$ cat config.mk
export PLATFORM = sky130hd
export DESIGN_NAME = fpreg_wb_arbiter
export DESIGN_NICKNAME = d
export VERILOG_FILES = /design/src/rtl/fpreg_wb_arbiter.sv
export SDC_FILE = /design/constraint.sdc
export NUM_CORES = 1
export LEC_CHECK = 0
export BUFFER_PORTS_ARGS = -buffer_cell sky130_fd_sc_hd__buf_2
export CAP_MARGIN = 20
export CORE_ASPECT_RATIO = 0.7
export CORE_MARGIN = 2
export CORE_UTILIZATION = 50
export DETAILED_ROUTE_END_ITERATION = 10
export PLACE_DENSITY = 0.75
export SYNTH_ARGS = -nofsm -noshare
export SYNTH_HDL_FRONTEND = slang
export SYNTH_SLANG_ARGS = --single-unit
$ cat constraint.sdc
create_clock -name Clk -period 6.65 [get_ports Clk]
set_input_delay 1.995 -clock Clk [delete_from_list [all_inputs] [get_ports Clk]]
set_output_delay 1.995 -clock Clk [all_outputs]
set_load 0.02 [all_outputs]
$ cat src/rtl/fpreg_wb_arbiter.sv
// ---------------------------------------------------------------------------
// fpreg_wb_arbiter
// Write-back arbiter for the FP register file. Two requesters share the single
// register-file write port: the FP ALU and the FP load path (lwc1). Each one
// owns a one-entry holding register, and a registered output stage drives the
// register file.
//
// Ports
//   Clk            clock; all state changes on the rising edge
//   Reset          asynchronous active-high reset
//   AluValid       ALU result offered
//   AluReady       ALU result taken on this edge when AluValid is also high
//   AluRegister    [4:0]  destination register of the ALU result
//   AluData        [31:0] ALU result
//   LoadValid      load data offered
//   LoadReady      load data taken on this edge when LoadValid is also high
//   LoadRegister   [4:0]  destination register of the load
//   LoadData       [31:0] load data
//   WriteData      [31:0] register file write data
//   WriteRegister  [4:0]  register file write address
//   RegWrite       register file write enable, one cycle per granted entry
//   PendingMask    [31:0] bit n set while a write to register n is held or
//                         presented to the register file
//
// Build option
//   FPREG_WB_ROUNDROBIN_EN  defined: ties alternate between the requesters,
//                           and the last-granted one loses the next tie.
//                           undefined: fixed priority, Load always wins a tie.
// ---------------------------------------------------------------------------
module fpreg_wb_arbiter (
  input  logic        Clk,
  input  logic        Reset,
  input  logic        AluValid,
  output logic        AluReady,
  input  logic [4:0]  AluRegister,
  input  logic [31:0] AluData,
  input  logic        LoadValid,
  output logic        LoadReady,
  input  logic [4:0]  LoadRegister,
  input  logic [31:0] LoadData,
  output logic [31:0] WriteData,
  output logic [4:0]  WriteRegister,
  output logic        RegWrite,
  output logic [31:0] PendingMask
);

  // One-hot decode of a register number.
  function automatic logic [31:0] onehot32(input logic [4:0] idx);
    logic [31:0] v;
    v = 32'd0;
    v[idx] = 1'b1;
    return v;
  endfunction

  logic        load_full_r;
  logic [4:0]  load_reg_r;
  logic [31:0] load_data_r;
  logic        alu_full_r;
  logic [4:0]  alu_reg_r;
  logic [31:0] alu_data_r;
  logic        reg_write_r;
  logic [4:0]  write_reg_r;
  logic [31:0] write_data_r;
  logic        grant_load_s;
  logic        grant_alu_s;
  logic [31:0] pending_s;

`ifdef FPREG_WB_ROUNDROBIN_EN
  // Set when the ALU wins the next tie; flips only when both entries are full.
  logic        prio_alu_r;

  // Priority state: the requester granted on a tie loses the next tie.
  always_ff @(posedge Clk or posedge Reset) begin
    if (Reset) begin
      prio_alu_r <= 1'b0;
    end else if (load_full_r && alu_full_r) begin
      prio_alu_r <= grant_load_s;
    end else begin
      prio_alu_r <= prio_alu_r;
    end
  end
`endif

  // Grant selection from the full flags and the priority state.
  always_comb begin
    grant_load_s = 1'b0;
    grant_alu_s  = 1'b0;
    if (load_full_r && alu_full_r) begin
`ifdef FPREG_WB_ROUNDROBIN_EN
      if (prio_alu_r) begin
        grant_alu_s = 1'b1;
      end else begin
        grant_load_s = 1'b1;
      end
`else
      grant_load_s = 1'b1;
`endif
    end else if (load_full_r) begin
      grant_load_s = 1'b1;
    end else if (alu_full_r) begin
      grant_alu_s = 1'b1;
    end else begin
      grant_load_s = 1'b0;
      grant_alu_s  = 1'b0;
    end
  end

  // A granted entry leaves on this edge, so its slot can be refilled at once.
  assign LoadReady = ~load_full_r | grant_load_s;
  assign AluReady  = ~alu_full_r  | grant_alu_s;

  // Load holding register: a refill on the grant edge takes precedence over the clear.
  always_ff @(posedge Clk or posedge Reset) begin
    if (Reset) begin
      load_full_r <= 1'b0;
      load_reg_r  <= 5'd0;
      load_data_r <= 32'd0;
    end else if (LoadValid && LoadReady) begin
      load_full_r <= 1'b1;
      load_reg_r  <= LoadRegister;
      load_data_r <= LoadData;
    end else if (grant_load_s) begin
      load_full_r <= 1'b0;
    end else begin
      load_full_r <= load_full_r;
    end
  end

  // ALU holding register: a refill on the grant edge takes precedence over the clear.
  always_ff @(posedge Clk or posedge Reset) begin
    if (Reset) begin
      alu_full_r <= 1'b0;
      alu_reg_r  <= 5'd0;
      alu_data_r <= 32'd0;
    end else if (AluValid && AluReady) begin
      alu_full_r <= 1'b1;
      alu_reg_r  <= AluRegister;
      alu_data_r <= AluData;
    end else if (grant_alu_s) begin
      alu_full_r <= 1'b0;
    end else begin
      alu_full_r <= alu_full_r;
    end
  end

  // Output stage: register 0 is hardwired to 1.0, so its grant is consumed silently.
  always_ff @(posedge Clk or posedge Reset) begin
    if (Reset) begin
      reg_write_r  <= 1'b0;
      write_reg_r  <= 5'd0;
      write_data_r <= 32'd0;
    end else if (grant_load_s) begin
      reg_write_r  <= (load_reg_r != 5'd0);
      write_reg_r  <= load_reg_r;
      write_data_r <= load_data_r;
    end else if (grant_alu_s) begin
      reg_write_r  <= (alu_reg_r != 5'd0);
      write_reg_r  <= alu_reg_r;
      write_data_r <= alu_data_r;
    end else begin
      reg_write_r  <= 1'b0;
    end
  end

  // Pending destinations: both holding entries plus the write being presented.
  always_comb begin
    pending_s = 32'd0;
    if (load_full_r) begin
      pending_s = pending_s | onehot32(load_reg_r);
    end else begin
      pending_s = pending_s;
    end
    if (alu_full_r) begin
      pending_s = pending_s | onehot32(alu_reg_r);
    end else begin
      pending_s = pending_s;
    end
    if (reg_write_r) begin
      pending_s = pending_s | onehot32(write_reg_r);
    end else begin
      pending_s = pending_s;
    end
    pending_s[0] = 1'b0;
  end

  assign RegWrite      = reg_write_r;
  assign WriteRegister = write_reg_r;
  assign WriteData     = write_data_r;
  assign PendingMask   = pending_s;

endmodule

# Word-level counts from Yosys, hierarchy flattened
# Cells that the tools add are included.
[word_totals]
register_bits = 114
input_bits = 78
output_inout_bits = 72
elab_cells = 56
[classes]
n_lt_le_gt_ge = 6
mux = 24
bitwise = 6
reduce_logical = 11
[ops]
columns = ["operator", "n"]
rows = [
  ["2-to-1 mux 32 bit", 5],
  ["OR 32 bit", 2],
  ["less-than comparator 5 x 6 -> 1 bit, second input constant", 3],
  ["demux 1 bit (select 5 bit)", 3],
  [">= comparator 5 x 1 -> 1 bit, second input constant", 3],
  ["2-to-1 mux 1 bit", 14],
  ["2-to-1 mux 5 bit", 2],
  ["nonzero test 5 bit", 2],
  ["logical AND 1 bit", 6],
  ["nonzero test 2 bit", 3],
  ["NOT 1 bit", 2],
  ["OR 1 bit", 2],
]

# Logic depth before layout (Yosys ltp)
[logic_depth]
depth_word = 9
depth_mapped = 6
ltp_nobuf = 3

# Worst setup path before layout
# No wires, ideal clock.
[synth_path]
path_kind = "reg2out"
from = "register load_full_r"
to = "output port PendingMask[2]"
t_arrival_ps = 1322
required_ps = 4655
path_slack_ps = 3333
stages_incl_launch_ff = 6
path_buffers = 2
cell_sequence = "dfrtp_1 buf_2 and3b_1 buf_2 a222oi_1 inv_1"
[synth_between]
elab_chain_cells = 5
[synth_lines]
columns = ["item", "line", "source"]
rows = [
  ["start: declaration", "55", "logic load_full_r;"],
  ["start signal: assignment", "125", "load_full_r <= load_full_r;"],
  ["2-to-1 mux 32 bit *", "168", "if (load_full_r) begin"],
  ["OR 32 bit", "174", "pending_s = pending_s | onehot32(alu_reg_r);"],
  ["2-to-1 mux 32 bit *", "173", "if (alu_full_r) begin"],
  ["OR 32 bit", "179", "pending_s = pending_s | onehot32(write_reg_r);"],
  ["2-to-1 mux 32 bit *", "178", "if (reg_write_r) begin"],
  ["end: declaration", "44", "output logic [31:0] PendingMask"],
]
# Mark *: on every way between the ends. The rest lies on a longest branch, timed or not.

# Worst setup path after layout
[layout_path]
from = "register alu_full_r"
to = "output port PendingMask[2]"
[layout_between]
elab_chain_cells = 3
[layout_lines]
columns = ["item", "line", "source"]
rows = [
  ["start: declaration", "58", "logic alu_full_r;"],
  ["start signal: assignment", "142", "alu_full_r <= alu_full_r;"],
  ["2-to-1 mux 32 bit *", "173", ""],
  ["OR 32 bit", "179", ""],
  ["2-to-1 mux 32 bit *", "178", ""],
]
# Marks and branches as above.

==> flow_summary.toml <==
[sta]
finalHoldViolations = 0
grt_setup_unrepaired = "no"
fin_crit_sh = 0.637
finalSetupTns_ns = 0
max_freq_mhz = 236
tightest_slew_ns = 1.03
setup_viol_count_final = 0
slew_headroom = 0.315
skew_ns = 0.00897
maxSlewViolCount = 0
period_needed_ns = 4.23

[global_route]
grt_util_all_layers = 0.234
antenna_found_initial = 2
grt_overflow_total = 0
grt_pass1_vias = 4259
grt_pass1_wl_um = 21400
grt_max_degree = 75

[clock_network]
clock-sinks = 114
cts_max_level = 4
clock_latency_ns = 0.41
cts_resized = 0
tritoncts = "yes"
cts_root_buffer = "clkbuf_16"
post_cts_buffers = 0
cts_buffers = 17
clockBufferDepth = 2
hold_buffers = 0
cts.clk_slew.worst_paths_ns = 0.05

[setup_path]
cp_max_fo = 42
crit_type = "reg -> out"
crit_path_end_kind = "output port"
arrival_ns = 2.24
start_kind = "flip-flop"
required_ns = 4.66

[final_layout]
nNetsFinal = 684
stdcell_count = 767
fin_util = 0.654
n_fill_cell = 791
antenna_cells = 0
drive_above_1_share = 0.422
area_growth_pct = 25.0
final_common_cell = "buf_2"
final_cell_mix = "buf_2, dfrtp_1, nand2_1, mux2_2, mux2i_1"

[pwr]
p_clk_frac = 0.433
p_comb_frac = 0.175
seq_power_share = 0.392
p_leak_nw = 3.56
p_int_w = 0.00159
p_switching_w = 0.000590
ir_drop_v = 0.000222
p_per_area_mw_per_mm2 = 318
p_sw_frac = 0.270

[floorplanning]
die_h_um = 91.8
dieWidth_um = 129
rows = 31
io_pins = 150
die-area_sq_mm = 0.0119
initial_core_util = 0.523
coreArea_sq_mm = 0.0105

[synthesis]
ys_seq_elements = 114
syn-cell-area_sq_mm = 0.00550
synthesis.instances = 475
async_flop_share = 1.00
synth_nets = 553
ys_types = 25
synthFlopType = "dfrtp_1"
synth_area_per_cell_sq_um = 11.6
synth-edff-count = 0
synth_warnings = 0
yosysSeqAreaShare = 0.519

[routing]
drt-pass1-iter-count = 5
ant_nets = 0
vias_per_cell = 5.47
post-route-drc-count = 0
routed_wl_um = 13300
drtIter0Drc = 392
avgRoutedWirePerCell_um = 17.3
vias = 4197

[place]
numPortBuffers = 147
dpl.hpwl_um = 8670
dp_cells = 735
gp_congestion = 0.965

[status]
status = "finished clean"

[worst_hold_path]
hold_path.class = "reg -> reg"

[flow_run]
maxCapViolations = 0
==> Yosys cell counts (3+ instances only) <==
library cell	instances	area (sq um)
nor3_1	3	15.0
and3_1	6	37.5
dfrtp_1	114	2850
buf_6	4	45.0
mux2i_1	37	370
mux2_2	44	495
nor3b_1	11	82.6
nand2_1	91	342
buf_2	8	40.0
mux2_4	30	450
clkbuf_1	21	78.8
buf_4	6	45.0
a222oi_1	4	40.0
a22oi_1	27	203
inv_1	6	22.5
and3b_1	15	131
o21ai_0	36	180
nor2_1	3	11.3
==> power groups by stage <==
stage	clock [W]	combinational [W]	sequential (W)
after floorplan	0	0.000242	0.000879
after global placement	0	0.000372	0.000861
after detailed placement	0	0.000382	0.000864
after CTS	0.000960	0.000383	0.000855
after global routing	0.000994	0.000415	0.000869
final	0.000946	0.000382	0.000856
==> cell type report <==
type                            count  area (sq um)  share of cell area
Clock buffer                       25           505              0.0735
Clock inverter                      7           123              0.0178
Inverter                            6          25.0             0.00364
Multi-Input combinational cell    316          2420               0.352
Sequential cell                   114          2860               0.415
Tap cell                          148           185              0.0269
Timing Repair Buffer              151           766               0.111
==> final timing paths <==
path                             endpoint            start  slack [ns]  cells after the start
max                        PendingMask[2]       alu_full_r        2.42                      5
min                         WriteData[25]  load_data_r[25]        0.48                      2
max reg2reg                alu_data_r[30]      load_full_r        4.47                      5
min reg2reg                 WriteData[25]  load_data_r[25]        0.48                      2
max in group asynchronous   WriteData[10]            Reset        3.79                      3
min in group asynchronous   WriteData[19]            Reset        1.74                      2
==> worst max-delay path, stage by stage (launching register included) <==
cell,delay [ns]
dfrtp_2,0.35
buf_4,0.57
and3b_1,0.47
a222oi_1,0.18
inv_1,0.08
buf_2,0.16
==> kinds of logic (layout without fill, tap and decap cells) <==
kind of cell,Yosys count,count (layout),share of synthesized area
multiplexers,111,111,0.239
buffers and inverters,45,189,0.0421
AO/OA/AOI/OAI,70,70,0.0803
AND/OR/NAND/NOR,133,133,0.118
flip-flops,114,114,0.519
other,2,2,0.00137
==> registers in the layout, summed over array words and instances, names as in the netlist <==
name,flops
WriteData,32
alu_data_r,32
load_data_r,32
WriteRegister,5
alu_reg_r,5
load_reg_r,5
RegWrite,1
alu_full_r,1
load_full_r,1
==> routing by layer <==
layer / global-route usage / vias up / wire, um / share of wire
li1: - / 1935 / - / -
met1: 0.315 / 2012 / 5730 / 0.43
met2: 0.357 / 228 / 5990 / 0.45
met3: 0.0846 / 22 / 1380 / 0.10
met4: 0.0688 / 0 / 171 / 0.013
met5: 0 / - / 0 / 0
==> through the flow <==
step                      area, sq um  total power (W)  hold slack [ns]  setup WS (ns)
final                            6880          0.00218            0.475           2.42
after CTS                        6880          0.00220            0.479           2.42
after global placement           6250          0.00123            0.457           2.88
after detailed placement         6250          0.00125            0.467           2.86
after floorplan                  5500          0.00112            0.449           1.64
after global routing             6880          0.00228            0.503           2.26
Power figures use the tool's default switching activity.
